**config.mk**
```make
export PLATFORM = sky130hd
export DESIGN_NAME = fwd_operand_unit
export DESIGN_NICKNAME = d
export VERILOG_FILES = /design/src/rtl/fwd_pkg.sv /design/src/rtl/fwd_prio_match.sv /design/src/rtl/fwd_operand_unit.sv
export SDC_FILE = /design/constraint.sdc
export NUM_CORES = 1
export LEC_CHECK = 0
export BUFFER_PORTS_ARGS = -buffer_cell sky130_fd_sc_hd__buf_2
export CAP_MARGIN = 15
export CORE_ASPECT_RATIO = 0.5
export CORE_MARGIN = 2
export CORE_UTILIZATION = 41
export DETAILED_ROUTE_END_ITERATION = 12
export GPL_TIMING_DRIVEN = 0
export PLACE_DENSITY_LB_ADDON = 0.12
export SLEW_MARGIN = 20
export SYNTH_ARGS = -nofsm -noshare
export SYNTH_HDL_FRONTEND = slang
export SYNTH_SLANG_ARGS = --single-unit
```
**constraint.sdc**
```tcl
create_clock -name clk -period 4.6 [get_ports clk]
set_input_delay 0.92 -clock clk [delete_from_list [all_inputs] [get_ports clk]]
set_output_delay 0.92 -clock clk [all_outputs]
set_load 0.05 [all_outputs]
```
**src/rtl/fwd_pkg.sv**
```systemverilog
// Shared sizing helpers and constants for the operand forwarding unit.
package fwd_pkg;

  localparam int SEL_RF = 0;

  function automatic int sel_w(input int num_src);
    return $clog2(num_src + 1);
  endfunction

  function automatic int idx_w(input int num_src);
    return (num_src > 1) ? $clog2(num_src) : 1;
  endfunction

  // Low bit of slice idx inside a packed bus of width-bit fields.
  function automatic int slice_lo(input int idx, input int width);
    return idx * width;
  endfunction

endpackage

```
**src/rtl/fwd_prio_match.sv**
```systemverilog
// Combinational destination match of rs_addr against all forwarding sources.
// Lowest-index hit wins; the zero register never matches when ZERO_REG is set.
module fwd_prio_match
  import fwd_pkg::*;
#(
  parameter int ADDR_W   = 5,
  parameter int NUM_SRC  = 4,
  parameter int ZERO_REG = 1
) (
  input  logic [NUM_SRC*ADDR_W-1:0] src_addr,
  input  logic [NUM_SRC-1:0]        src_wen,
  input  logic [ADDR_W-1:0]         rs_addr,
  output logic                      zero_rd,
  output logic                      hit_any,
  output logic [NUM_SRC-1:0]        win_onehot,
  output logic [idx_w(NUM_SRC)-1:0] win_idx
);

  localparam int IDX_W = idx_w(NUM_SRC);

  logic [NUM_SRC-1:0] hit;

  assign zero_rd = (ZERO_REG != 0) && (rs_addr == '0);

  always_comb begin
    hit = '0;
    for (int i = 0; i < NUM_SRC; i++) begin
      hit[i] = src_wen[i] && (src_addr[slice_lo(i, ADDR_W) +: ADDR_W] == rs_addr) && !zero_rd;
    end
  end

  // Isolate the lowest set bit: youngest source has priority.
  assign win_onehot = hit & (~hit + NUM_SRC'(1));
  assign hit_any    = |hit;

  always_comb begin
    win_idx = '0;
    for (int i = 0; i < NUM_SRC; i++) begin
      if (win_onehot[i]) win_idx = IDX_W'(i);
    end
  end

endmodule

```
**src/rtl/fwd_operand_unit.sv**
```systemverilog
// Resolves one source operand from in-flight results or the register file, 1-cycle latency.
// Single-entry output register; stalls on a pending load and holds output under backpressure.
module fwd_operand_unit
  import fwd_pkg::*;
#(
  parameter int DATA_W      = 32,
  parameter int ADDR_W      = 5,
  parameter int NUM_SRC     = 4,
  parameter int ZERO_REG    = 1,
  parameter int STALL_CNT_W = 8
) (
  input  logic                      clk,
  input  logic                      rst_n,
  input  logic [NUM_SRC*DATA_W-1:0] src_data,
  input  logic [NUM_SRC*ADDR_W-1:0] src_addr,
  input  logic [NUM_SRC-1:0]        src_wen,
  input  logic [NUM_SRC-1:0]        src_rdy,
  input  logic [DATA_W-1:0]         rf_data,
  input  logic [ADDR_W-1:0]         rs_addr,
  input  logic                      req_valid,
  output logic                      req_ready,
  output logic                      out_valid,
  input  logic                      out_ready,
  output logic [DATA_W-1:0]         out_data,
  output logic [sel_w(NUM_SRC)-1:0] out_sel,
  output logic                      stall,
  output logic [STALL_CNT_W-1:0]    stall_cnt
);

  localparam int SEL_W = sel_w(NUM_SRC);
  localparam int IDX_W = idx_w(NUM_SRC);

  logic               zero_rd;
  logic               hit_any;
  logic [NUM_SRC-1:0] win_onehot;
  logic [IDX_W-1:0]   win_idx;
  logic               pending;
  logic               accept;
  logic [DATA_W-1:0]  fwd_data;
  logic [DATA_W-1:0]  next_data;
  logic [SEL_W-1:0]   next_sel;

  fwd_prio_match #(
    .ADDR_W   (ADDR_W),
    .NUM_SRC  (NUM_SRC),
    .ZERO_REG (ZERO_REG)
  ) u_match (
    .src_addr   (src_addr),
    .src_wen    (src_wen),
    .rs_addr    (rs_addr),
    .zero_rd    (zero_rd),
    .hit_any    (hit_any),
    .win_onehot (win_onehot),
    .win_idx    (win_idx)
  );

  // AND-OR mux on the one-hot winner keeps unused slices from leaking into the result.
  always_comb begin
    fwd_data = '0;
    for (int i = 0; i < NUM_SRC; i++) begin
      fwd_data = fwd_data | (src_data[slice_lo(i, DATA_W) +: DATA_W] & {DATA_W{win_onehot[i]}});
    end
  end

  assign pending   = hit_any && ((win_onehot & src_rdy) == '0);
  assign stall     = req_valid && pending;
  assign req_ready = rst_n && !pending && (!out_valid || out_ready);
  assign accept    = req_valid && req_ready;

  always_comb begin
    next_data = rf_data;
    next_sel  = SEL_W'(SEL_RF);
    if (hit_any) begin
      next_data = fwd_data;
      next_sel  = SEL_W'(win_idx) + SEL_W'(1);
    end else if (zero_rd) begin
      next_data = '0;
    end
  end

  always_ff @(posedge clk) begin
    if (!rst_n) begin
      out_valid <= 1'b0;
      out_data  <= '0;
      out_sel   <= '0;
    end else if (accept) begin
      out_valid <= 1'b1;
      out_data  <= next_data;
      out_sel   <= next_sel;
    end else if (out_valid && out_ready) begin
      out_valid <= 1'b0;
    end
  end

  always_ff @(posedge clk) begin
    if (!rst_n) begin
      stall_cnt <= '0;
    end else if (stall && (stall_cnt != '1)) begin
      stall_cnt <= stall_cnt + STALL_CNT_W'(1);
    end
  end

endmodule

```
* Word level (Yosys, flattened, before mapping) *
Index checks and enable logic that the tools add are counted.

storage, ports and cells
  register bits = 44
  input port bits = 197
  output and inout bits = 46
  logic and storage cells = 53

cells by class
  add/subtract/negate cells = 3
  eq/ne operators = 5
  multiplexer cells = 8
  bitwise logic cells = 10
  reductions and logical operators = 23

operators with widths
  cell                                           number
  AND 32 bit                                     4
  OR 32 bit                                      3
  two-way mux 32 bit                             2
  == test 5 bit                                  4
  logical AND 1 bit                              15
  adder 8 x 1 -> 8 bit (second input constant)   1
  AND 4 bit                                      2
  inequality test 8 bit (second input constant)  1
  logical NOT 5 bit                              1
  adder 4 x 1 -> 4 bit (second input constant)   1
  logical NOT 4 bit                              1
  two-way mux 2 bit                              2
  inverter 4 bit                                 1
  OR reduction 4 bit                             1
  adder 2 x 1 -> 3 bit (second input constant)   1
  logical NOT 1 bit                              3
  two-way mux 1 bit                              3
  two-way mux 3 bit                              1
  nonzero test 2 bit                             1
  logical OR 1 bit                               1

* Logic depth before layout (Yosys ltp) *
Gate-level depths: netlist of the first run.

  depth in word-level cells = 14
  mapped depth = 10
  gate-level depth less buffers = 8

* Modules after synthesis *
A second synthesis of the first run with hierarchy kept.

second synthesis, totals
  cell total of the unflattened synthesis = 343
  area, all modules = 2894.0 sq um

modules (own cells, without submodules)
  module            instances  cells an instance  area each (sq um)  sequential area each (sq um)
  fwd_operand_unit  1          295                2486.1             880.8
  fwd_prio_match    1          48                 407.9              0.0

* Worst setup path before layout of the first run *
No wires, ideal clock.

  path kind = input to output
  start = in rs_addr[0]
  end = out req_ready
  arrival = 3.651 ns
  data required time = 3.680 ns
  path slack = 0.029 ns
  stages on the path = 9
  path buffers = 3
  cells stage by stage = buf_2 -> or4_4 -> nor2_2 -> or3_1 -> buf_4 -> o2111ai_1 -> o21a_2 -> buf_4 -> nor3_1

between the ends
  longest elaborated chain between the ends = 12
  elaborated cells on any way between the ends = 24
  classes of those cells = 1 x add/sub; 4 x eq/ne; 3 x bitwise; 16 x reduce/logical

RTL lines
  element                                                        line                                        source
  start: declaration                                             fwd_operand_unit.sv:19                      input logic [ADDR_W-1:0] rs_addr,
  == test 5 bit / logical NOT 5 bit (equally long branches)      fwd_prio_match.sv:28, fwd_prio_match.sv:23
  logical AND 1 bit / logical NOT 1 bit (equally long branches)  fwd_prio_match.sv:28                        hit[i] = src_wen[i] && (src_addr[slice_lo(i, ADDR_W) +: ADDR_W] == rs_addr) && !zero_rd;
  logical AND 1 bit                                              fwd_prio_match.sv:28
  inverter 4 bit                                                 fwd_prio_match.sv:33                        assign win_onehot = hit & (~hit + NUM_SRC'(1));
  adder 4 x 1 -> 4 bit                                           fwd_prio_match.sv:33
  AND 4 bit                                                      fwd_prio_match.sv:33
  AND 4 bit                                                      fwd_operand_unit.sv:65                      assign pending = hit_any && ((win_onehot & src_rdy) == '0);
  logical NOT 4 bit                                              fwd_operand_unit.sv:65
  logical AND 1 bit (*)                                          fwd_operand_unit.sv:65
  logical NOT 1 bit (*)                                          fwd_operand_unit.sv:67                      assign req_ready = rst_n && !pending && (!out_valid || out_ready);
  logical AND 1 bit (*) (2 in series)                            fwd_operand_unit.sv:67
  end: declaration                                               fwd_operand_unit.sv:21                      output logic req_ready,

Every way passes the cells marked *; elsewhere a longest branch is shown, timed or not.

* Worst setup path in the final report of the first run *
  start = in rs_addr[2]
  end = out stall

between the ends
  longest elaborated chain between the ends = 10
  elaborated cells on any way between the ends = 22
  classes of those cells = 1 x add/sub; 4 x eq/ne; 3 x bitwise; 14 x reduce/logical

RTL lines
  element                                                        line                                        source
  == test 5 bit / logical NOT 5 bit (equally long branches)      fwd_prio_match.sv:28, fwd_prio_match.sv:23
  logical AND 1 bit / logical NOT 1 bit (equally long branches)  fwd_prio_match.sv:28
  logical AND 1 bit                                              fwd_prio_match.sv:28
  inverter 4 bit                                                 fwd_prio_match.sv:33
  adder 4 x 1 -> 4 bit                                           fwd_prio_match.sv:33
  AND 4 bit                                                      fwd_prio_match.sv:33
  AND 4 bit                                                      fwd_operand_unit.sv:65
  logical NOT 4 bit                                              fwd_operand_unit.sv:65
  logical AND 1 bit (*)                                          fwd_operand_unit.sv:65
  logical AND 1 bit (*)                                          fwd_operand_unit.sv:66                      assign stall = req_valid && pending;
  end: declaration                                               fwd_operand_unit.sv:26                      output logic stall,

Marks and branches as above.

==> results of run 1 <==
## final timing paths
| check | startpoint | endpoint | slack, ns |
|---|---|---|---|
| max | rs_addr[2] | stall | 0.18 |
| min | out_data[6]$_SDFFE_PN0P_ | out_data[6]$_SDFFE_PN0P_ | 0.47 |
| max reg2reg | out_valid$_SDFFE_PN0P_ | out_data[18]$_SDFFE_PN0P_ | 2.68 |
| min reg2reg | out_data[6]$_SDFFE_PN0P_ | out_data[6]$_SDFFE_PN0P_ | 0.47 |
## through the flow
stage | worst slack, ns | hold slack, ns | util [%] | std cells | instance area [sq um]
floorplan | 0.0290 | 0.686 | - | 500 | 3320
global placement | 0.214 | 0.452 | 58.7 | 849 | 4640
detailed placement | 0.203 | 0.457 | 58.7 | 849 | 4640
CTS | 0.197 | 0.468 | 60.8 | 857 | 4810
global route | 0.00556 | 0.491 | 60.8 | 857 | 4810
finish | 0.179 | 0.469 | 60.8 | 857 | 4810
## power by group
part | leakage [nW] | switching [mW] | internal, mW
combinational | 1.81 | 0.252 | 0.147
sequential | 0.361 | 0.0149 | 0.410
clock | 0.0804 | 0.164 | 0.258
total | 2.25 | 0.431 | 0.815
## sequential cells by signal, summed over array words and instances (netlist names)
register and cells:
stall_cnt 8, out_data 32, out_valid 1, out_sel 3
## cell type report
type / instances / area [sq um] / share of cell area [%]
Clock buffer: 5 / 125 / 2.60
Tap cell: 112 / 140 / 2.91
Timing Repair Buffer: 237 / 1190 / 24.6
Sequential cell: 44 / 881 / 18.3
Multi-Input combinational cell: 404 / 2220 / 46.1
Buffer: 48 / 199 / 4.13
Inverter: 4 / 15.0 / 0.312
Clock inverter: 3 / 46.3 / 0.962
## worst min-delay path, delay by kind of cell, from the launching register on
kind / cells / cell delay (ns)
AO/OA/AOI/OAI: 1 / 0.06
flip-flops: 1 / 0.31
AND/OR/NAND/NOR: 1 / 0.05
## routing by layer
metal	share of wire, %	up-vias	GRT usage (%)
li1	-	2307	-
met1	43	2138	37.9
met2	48	210	53.7
met3	7.3	25	5.63
met4	1.7	0	7.07
met5	0	-	0
## cells in the final DEF, fill, tap and decap left out, drive strengths merged, types with 3 or more instances in the layout
cell and count:
clkbuf 38, inv 4, nor3 3, o21ai 17, dfxtp 44, nand2 42, nor4 4, nand4 5
xnor2 17, nor2 56, buf 252, nand3 52, o21a 3, or3 21, a21oi 113, o22ai 20
xor2 4, a211oi 22
## kinds of logic (layout without fill, tap and decap cells)
logic type      Yosys count  after routing  synth area share (%)
fa+ha+maj                 2              2                 0.755
compound gates          188            188                  33.2
simple gates            192            192                  27.2
xor+xnor                 21             21                  5.55
buf+inv                  52            297                  6.45
flops                    44             44                  26.6
mux                       1              1                 0.302
==> out/metrics.yaml, run 1 <==
status: "finished clean"
worstSetupPathType: "input pin to output pin"
die_h_um: 67.6
arrival_ns: 3.50
cts_root_buf: "clkbuf_16"
postSynthRegisterBits: 44
first_iter_violations: 205
fin_crit_sh_pct: 96.1
clk_latency_ns: 0.29
ys_seq_area_share_pct: 26.6
ctsHoldBuffers: 0
first_pass_iters: 5
cts_buffers: 5
synth.avg_cell_area_sq_um: 6.63
cp_top_family: "simple AND/OR/NAND/NOR gates"
synth_most_common_cell: "a21oi_1"
fillCellCount: 845
yosys.area.top_type: "dfxtp_1"
synthTopCellsByCount: "113 x a21oi_1, 54 x nor2_1, 52 x nand3_1"
globalRouteTotalUtil_pct: 29.8
core_sq_um: 7910
ant_nets: 0
rows: 23
tritoncts: "built"
drv_slew: 0
critPathMaxFanout: 7
wl_per_cell_um: 15.9
hold_violations: 0
drv_cap: 0
post_cts_buffers: 0
grt_pass1_wl_um: 21000
syn_nets: 699
path_clk_slew_ns: 0.06
post-route-min-period_ns: 4.42
path_depth: 9
wirelength_um: 13600
fin_nets: 943
synthArstFlopShare_pct: 0
die_area_sq_um: 8870
finalPower_mw: 1.25
skew_ns: 0.00355
cts.sinks: 44
ir_worst_vdd_mv: 0.169
slew_headroom_pct: 23.1
cts_resized: 0
cp_cell_sequence: "clkbuf_1 > or4_4 > nor2_2 > or4_1 > clkbuf_2 > o2111ai_1 > o21a_2 > and2_1 > buf_2"
slowest_stage: "or4_1"
first_global_vias: 4257
overflow: 0
min_path_cells: 2
start_util_pct: 41.9
layout-drive-gt1-share_pct: 35.4
grt_antenna_before_repair: 0
antennaDiodeCount: 0
synth_area_leaders: "dfxtp_1 27%, a21oi_1 17%, nand3_1 7.8%"
h-tree-depth: 2
dp_hpwl_um: 10700
path_buf_inv: 3
rsz0062_at_grt: "no"
cpPeakStageDelay_ns: 0.54
setup_violations: 0
netlist.area_leader.share_pct: 26.6
io_pins: 243
drc_errors: 0
ys_types: 45
grt_max_degree: 16
max_slew.worst_pin.slew_ns: 1.14
min_path_type: "flop to flop"
die_x_um: 131
end_kind: "output pin"
place_congestion: 0.944
synth-edff-count: 0
fmax_ghz: 0.226
vias: 4680
ys_dominant_reg_cell: "dfxtp_1"
syn_to_final_growth_pct: 45.2
vias_per_cell: 5.46
crit_required_ns: 3.68
startpoint_type: "input pin"
synth_area_sq_um: 3320
synth_cells: 500
io_buffers: 237
reg2reg_depth: 6
cellPowerDensity_nw_per_um2: 259
ys_warn_count: 0
static-leakage-power_nw: 2.25
clock_path_buffers: 2
finalSetupTns_ns: 0
Note: power is estimated with default switching activity, not from simulation.
==> run 2: changes to the inputs <==
Settings changed: ABC_AREA from default to 1, CORE_UTILIZATION 41 to 43.
==> out/metrics.yaml, run 2 <==
post-route-min-period_ns: 3.82  # -0.599 ns
ys_warn_count: 0  # unchanged
slew_headroom_pct: 61.1  # +38 points
final_cell_mix: "250 x buf_2, 232 x nand2_1, 97 x nor2_1"
synth_area_leaders: "dfxtp_1 24%, nand2_1 23%, nand3_1 12%"
largest_reg_flops: 32  # unchanged
synth_area_sq_um: 3720  # +12%
wirelength_um: 13900  # +2.0%
vias: 5135  # +9.7%
finalSetupTns_ns: 0  # unchanged
tritoncts: "built"
reg2reg_depth: 8  # +2
path_buf_inv: 5  # +2
first_pass_iters: 7  # +2
rsz0062_at_grt: "no"
largest-register: "out_data"
clk_latency_ns: 0.29  # about the same
cp_cell_sequence: "buf_2 > nor2_2 > nand3_2 > inv_2 > nor2_1 > inv_1 > nor2_1 > nand3_1 > nor2_1 > nor2_1 > buf_2 > nor3_1 > buf_2"
start_util_pct: 45.3  # +3.4 points
cts_buffers: 5  # unchanged
layout-drive-gt1-share_pct: 30.6  # -4.8 points
antennaDiodeCount: 0  # unchanged
cp_common_cell: "nor2_1"
vias_per_cell: 4.94  # -9.6%
cp_top_family: "simple AND/OR/NAND/NOR gates"
min_path_type: "flop to flop"
end_kind: "output pin"
cellPowerDensity_nw_per_um2: 235  # -9.3%
status: "finished clean"
stdcell_count: 1040  # +21%
skew_ns: 0.00467  # +0.00112 ns
path_clk_slew_ns: 0.06  # about the same
drc_errors: 0  # unchanged
fin_crit_sh_pct: 83.1  # -13 points
synth.avg_cell_area_sq_um: 5.46  # -18%
cts_resized: 0  # unchanged
max_slew.worst_pin.slew_ns: 0.583  # -0.561 ns
cts.sinks: 44  # unchanged
path_depth: 13  # +4
crit_required_ns: 3.68  # about the same
die_area_sq_um: 9450  # +6.6%
final_common_cell: "buf_2"
first_iter_violations: 379  # +85%
reg_top3: "out_data: 32 flops, stall_cnt: 8 flops, out_sel: 3 flops"
grt_max_degree: 14  # -2
dp_worst_setup_slack_ns: 0.781  # +0.578 ns
synth-edff-count: 0  # unchanged
syn_nets: 879  # +26%
ctsHoldBuffers: 0  # unchanged
slowest_stage: "nor2_1"
cts_root_buf: "clkbuf_16"
core_sq_um: 8200  # +3.6%
static-leakage-power_nw: 3.12  # +39%
io_buffers: 240  # +1.3%
netlist.area_leader.share_pct: 23.7  # -2.9 points
place_congestion: 0.998  # +5.7%
synth_cells: 680  # +36%
post_cts_buffers: 0  # unchanged
postSynthRegisterBits: 44  # unchanged
reg2reg_from: "stall_cnt[0]$_SDFFE_PN0P_"
wl_per_cell_um: 13.4  # -16%
layout_setup_ws_ns: 0.779  # +0.599 ns
ant_nets: 0  # unchanged
cp-endpoint: "req_ready"
critPathMaxFanout: 10  # +3
ys_seq_area_share_pct: 23.7  # -2.9 points
overflow: 0  # unchanged
h-tree-depth: 2  # unchanged
fin_nets: 1126  # +19%
first_global_vias: 4658  # +9.4%
grt_pass1_wl_um: 22400  # +6.5%
arrival_ns: 2.90  # -0.60 ns
setup_violations: 0  # unchanged
reg2reg_slack_ns: 2.52  # -0.16 ns
fmax_ghz: 0.262  # +16%
clock_path_buffers: 2  # unchanged
syn_to_final_growth_pct: 40.1
rows: 23  # unchanged
die_h_um: 69.7  # +3.2%
ys_dominant_reg_cell: "dfxtp_1"
grt_antenna_before_repair: 0  # unchanged
ys_types: 27  # -40%
worstSetupPathType: "input pin to output pin"
critPathLaunch: "rs_addr[2]"
synthTopCellsByCount: "232 x nand2_1, 97 x nor2_1, 90 x nand3_1"
synthArstFlopShare_pct: 0  # unchanged
io_pins: 243  # unchanged
hold_violations: 0  # unchanged
ir_worst_vdd_mv: 0.141  # -16%
r2r-end: "stall_cnt[0]$_SDFFE_PN0P_"
drv_cap: 0  # unchanged
cpPeakStageDelay_ns: 0.38  # -0.16 ns
die_x_um: 135  # +3.3%
yosys.area.top_type: "dfxtp_1"
drv_slew: 0  # unchanged
dp_hpwl_um: 11200  # +4.8%
startpoint_type: "input pin"
globalRouteTotalUtil_pct: 29.6  # -0.23 points
synth_most_common_cell: "nand2_1"
dp.cells: 1032  # +22%
[run 2: changes by cell type after synthesis, sizes merged, moves of 20 or more]
cell	delta
inv	+69
nand3	+43
a21oi	-74
or3	-21
nand2	+192
o22ai	-20
nor2	+48
a211oi	-22
nand4	+27
[run 2: layout make-up]
type                            count  area (sq um)
Clock inverter                      1          7.51
Buffer                             38           178
Multi-Input combinational cell    524          2380
Fill cell                         832          2990
Timing Repair Buffer              240          1200
Clock buffer                        7           143
Inverter                           74           278
Tap cell                          112           140
Sequential cell                    44           881
[run 2: how the worst min path moves through the flow]
stage                              startpoint                        end  cells after the start
CTS                 stall_cnt[3]$_SDFFE_PN0P_  stall_cnt[3]$_SDFFE_PN0P_                      2
floorplan           stall_cnt[3]$_SDFFE_PN0P_  stall_cnt[3]$_SDFFE_PN0P_                      2
finish              stall_cnt[3]$_SDFFE_PN0P_  stall_cnt[3]$_SDFFE_PN0P_                      2
detailed placement  stall_cnt[3]$_SDFFE_PN0P_  stall_cnt[3]$_SDFFE_PN0P_                      2
global route        stall_cnt[4]$_SDFFE_PN0P_  stall_cnt[4]$_SDFFE_PN0P_                      2
global placement    stall_cnt[3]$_SDFFE_PN0P_  stall_cnt[3]$_SDFFE_PN0P_                      2
[run 2: power by group]
part / internal [mW] / leakage, nW / switching [mW] / total (mW)
Clock: 0.216 / 0.0701 / 0.150 / 0.366
Sequential: 0.408 / 0.361 / 0.0139 / 0.422
Combinational: 0.152 / 2.69 / 0.283 / 0.435
[run 2: layer usage]
metal  share of wire (%)  GRT usage [%]
met2                  45           47.3
met5                   0              0
met4                 2.4           8.56
met1                  45           39.9
met3                 7.8           6.80
[run 2: cells by family after synthesis]
family | count (synthesis) | share of synthesized area (%)
flops | 44 | 23.7
fa+ha+maj | 2 | 0.673
buf+inv | 112 | 12.3
xor+xnor | 12 | 2.83
simple gates | 468 | 54.7
compound gates | 42 | 5.86
[run 2: through the flow]
step / hold WS (ns) / area, sq um / total power, mW / utilization (%)
6_report: 0.498 / 5210 / 1.22 / 63.5
5_1_grt: 0.530 / 5210 / 1.30 / 63.5
4_1_cts: 0.496 / 5210 / 1.23 / 63.5
3_5_place_dp: 0.486 / 5060 / 0.862 / 61.7
3_3_place_gp: 0.482 / 5060 / 0.855 / 61.7
2_1_floorplan: 0.709 / 3720 / 0.701 / -
[run 2: worst register-to-register path, stage by stage, from the launching register on]
cell and delay, ns:
dfxtp_1 0.39, ha_1 0.21, nand2_1 0.08, nor3b_1 0.34
nand3_1 0.37, nand3_1 0.37, inv_1 0.09, nor2_1 0.09
nor2_1 0.04
==> run 3: changes to the inputs <==
Clock period 4.6 ns to 3.62 ns, I/O delays scaled along.
==> out/metrics.yaml, run 3 (synthesis results as in run 2) <==
status: "finished clean"
finalPower_mw: 1.56  # +28%
ir_worst_vdd_mv: 0.185  # +31%
largest_reg_flops: 32  # unchanged
first_pass_iters: 5  # -2
setup_violations: 0  # unchanged
cp_cell_sequence: "buf_2 > nor2_1 > nand3_2 > inv_2 > nor2_1 > inv_1 > nor2_2 > nand3_1 > nor2_1 > nor2_1 > buf_2 > nor3_2 > buf_2"
ant_nets: 0  # unchanged
path_buf_inv: 5  # unchanged
place_congestion: 0.949  # -4.9%
arrival_ns: 2.58  # -0.32 ns
multiInputGateArea_sq_um: 2390  # +0.32%
vias: 5144  # +0.18%
antennaDiodeCount: 0  # unchanged
p_switching_mw: 0.577  # +29%
worstHoldStart: "stall_cnt[3]$_SDFFE_PN0P_"
p_seq_share_pct: 34.3  # -0.2 points
io_buffers: 240  # unchanged
globalRouteTotalUtil_pct: 28.9  # -0.69 points
power.internal_mw: 0.987  # +27%
seq_area_sq_um: 881  # unchanged
final_common_cell: "buf_2"
dp.cells: 1032  # unchanged
cp_common_cell: "nor2_1"
reg2reg_from: "stall_cnt[0]$_SDFFE_PN0P_"
syn_to_final_growth_pct: 40.3
drc_errors: 0  # unchanged
cpPeakStageDelay_ns: 0.29  # -0.09 ns
rows: 23  # unchanged
grt_antenna_before_repair: 0  # unchanged
largest-register: "out_data"
fin_crit_sh_pct: 91.4
start_util_pct: 45.3  # unchanged
dp_hpwl_um: 11300  # +0.52%
ctsHoldBuffers: 0  # unchanged
cts_buffers: 5  # unchanged
skew_ns: 0.00282  # -0.00186 ns
post-route-min-period_ns: 3.31
startpoint_type: "input pin"
path_clk_slew_ns: 0.06  # about the same
die_x_um: 135  # unchanged
critPathMaxFanout: 10  # unchanged
cts_root_buf: "clkbuf_16"
worstHoldEndpoint: "stall_cnt[3]$_SDFFE_PN0P_"
drv_cap: 0  # unchanged
hold_violations: 0  # unchanged
core_sq_um: 8200  # unchanged
fin_nets: 1126  # unchanged
swShare_pct: 36.9  # +0.35 points
hold_slack_ns: 0.492  # -0.00525 ns
vias_per_cell: 4.95  # +0.18%
first_global_vias: 4685  # +0.58%
tritoncts: "built"
reg2reg_depth: 8  # unchanged
min_path_cells: 2  # unchanged
end_kind: "output pin"
finalSetupTns_ns: 0  # unchanged
clk_latency_ns: 0.29  # about the same
stdcell_count: 1040  # unchanged
cts.sinks: 44  # unchanged
static-leakage-power_nw: 3.12  # about the same
min_path_type: "flop to flop"
wirelength_um: 14000  # +0.58%
wl_per_cell_um: 13.4  # +0.58%
h-tree-depth: 2  # unchanged
overflow: 0  # unchanged
io_pins: 243  # unchanged
combPwrFrac_pct: 35.4  # about the same
fillCellCount: 868  # +4.3%
first_iter_violations: 244  # -36%
dp_worst_setup_slack_ns: 0.162  # -0.619 ns
grt_pass1_wl_um: 21900  # -2.1%
worstSetupPathType: "input pin to output pin"
cts_resized: 0  # unchanged
die_h_um: 69.7  # unchanged
layout-drive-gt1-share_pct: 30.8  # +0.22 points
r2r-end: "stall_cnt[0]$_SDFFE_PN0P_"
reg_top3: "out_data: 32 flops, stall_cnt: 8 flops, out_sel: 3 flops"
reg2reg_slack_ns: 1.61  # -0.91 ns
clockPowerShare_pct: 30.4  # +0.5 points
drv_slew: 0  # unchanged
rsz0062_at_grt: "no"
cellPowerDensity_nw_per_um2: 300  # +28%
clock_path_buffers: 2  # unchanged
grt_max_degree: 14  # unchanged
final_cell_mix: "250 x buf_2, 232 x nand2_1, 96 x nor2_1"
slew_headroom_pct: 58.2  # -2.9 points
cp_top_family: "simple AND/OR/NAND/NOR gates"
post_cts_buffers: 0  # unchanged
die_area_sq_um: 9450  # unchanged
max_slew.worst_pin.slew_ns: 0.627  # +0.0439 ns
layout_setup_ws_ns: 0.312  # -0.467 ns
slowest_stage: "buf_2"
fmax_ghz: 0.302
crit_required_ns: 2.90  # -0.78 ns
## run 3: cell types whose count changed in the layout (fill, tap and decap cells not counted)
cell | before | now
nor2_1 | 97 | 96
nor2_2 | 4 | 5
nor3_1 | 1 | 0
nor3_2 | 0 | 1
## run 3: how the worst max path moves through the flow
stage	start	to	slack [ns]	cells after the start
2_1_floorplan	rs_addr[2]	req_ready	0.38	12
3_3_place_gp	rs_addr[2]	req_ready	0.22	13
3_5_place_dp	rs_addr[0]	req_ready	0.16	13
4_1_cts	rs_addr[0]	req_ready	0.16	13
5_1_grt	rs_addr[3]	req_ready	0.05	13
6_report	rs_addr[0]	req_ready	0.31	13
## run 3: worst register-to-register path, stage by stage, from the launching register on
cell	delay [ns]
dfxtp_1	0.39
ha_1	0.21
nand2_1	0.08
nor3b_1	0.31
nand3_1	0.34
nand3_1	0.35
inv_1	0.09
nor2_1	0.09
nor2_1	0.04
## run 3: routing by layer
layer	GRT usage (%)	vias to the layer above	routed length, um	part of all wire [%]
met4	7.64	0	280	2.0
met1	37.3	2292	6350	45
met2	48.6	182	6410	46
met3	6.73	26	932	6.7
met5	0	-	0	0
li1	-	2644	-	-
## run 3: final cells by class
cell class,count,share of cell area (%)
Timing Repair Buffer,240,23.0
Sequential cell,44,16.9
Tap cell,112,2.69
Inverter,74,5.33
Buffer,38,3.41
Clock buffer,7,2.74
Multi-Input combinational cell,524,45.8
Clock inverter,1,0.144
## run 3: through the flow
step | cell area, sq um | util [%]
after floorplan | 3720 | -
after global placement | 5060 | 61.7
after detailed placement | 5060 | 61.7
after CTS | 5210 | 63.6
after global routing | 5220 | 63.6
final | 5220 | 63.6
## run 3: power groups by stage
stage          clock [mW]  combinational [mW]  sequential [mW]
2_1_floorplan           0               0.227            0.664
3_3_place_gp            0               0.543            0.544
3_5_place_dp            0               0.549            0.546
4_1_cts             0.481               0.551            0.535
5_1_grt             0.503               0.608            0.539
6_report            0.475               0.553            0.536
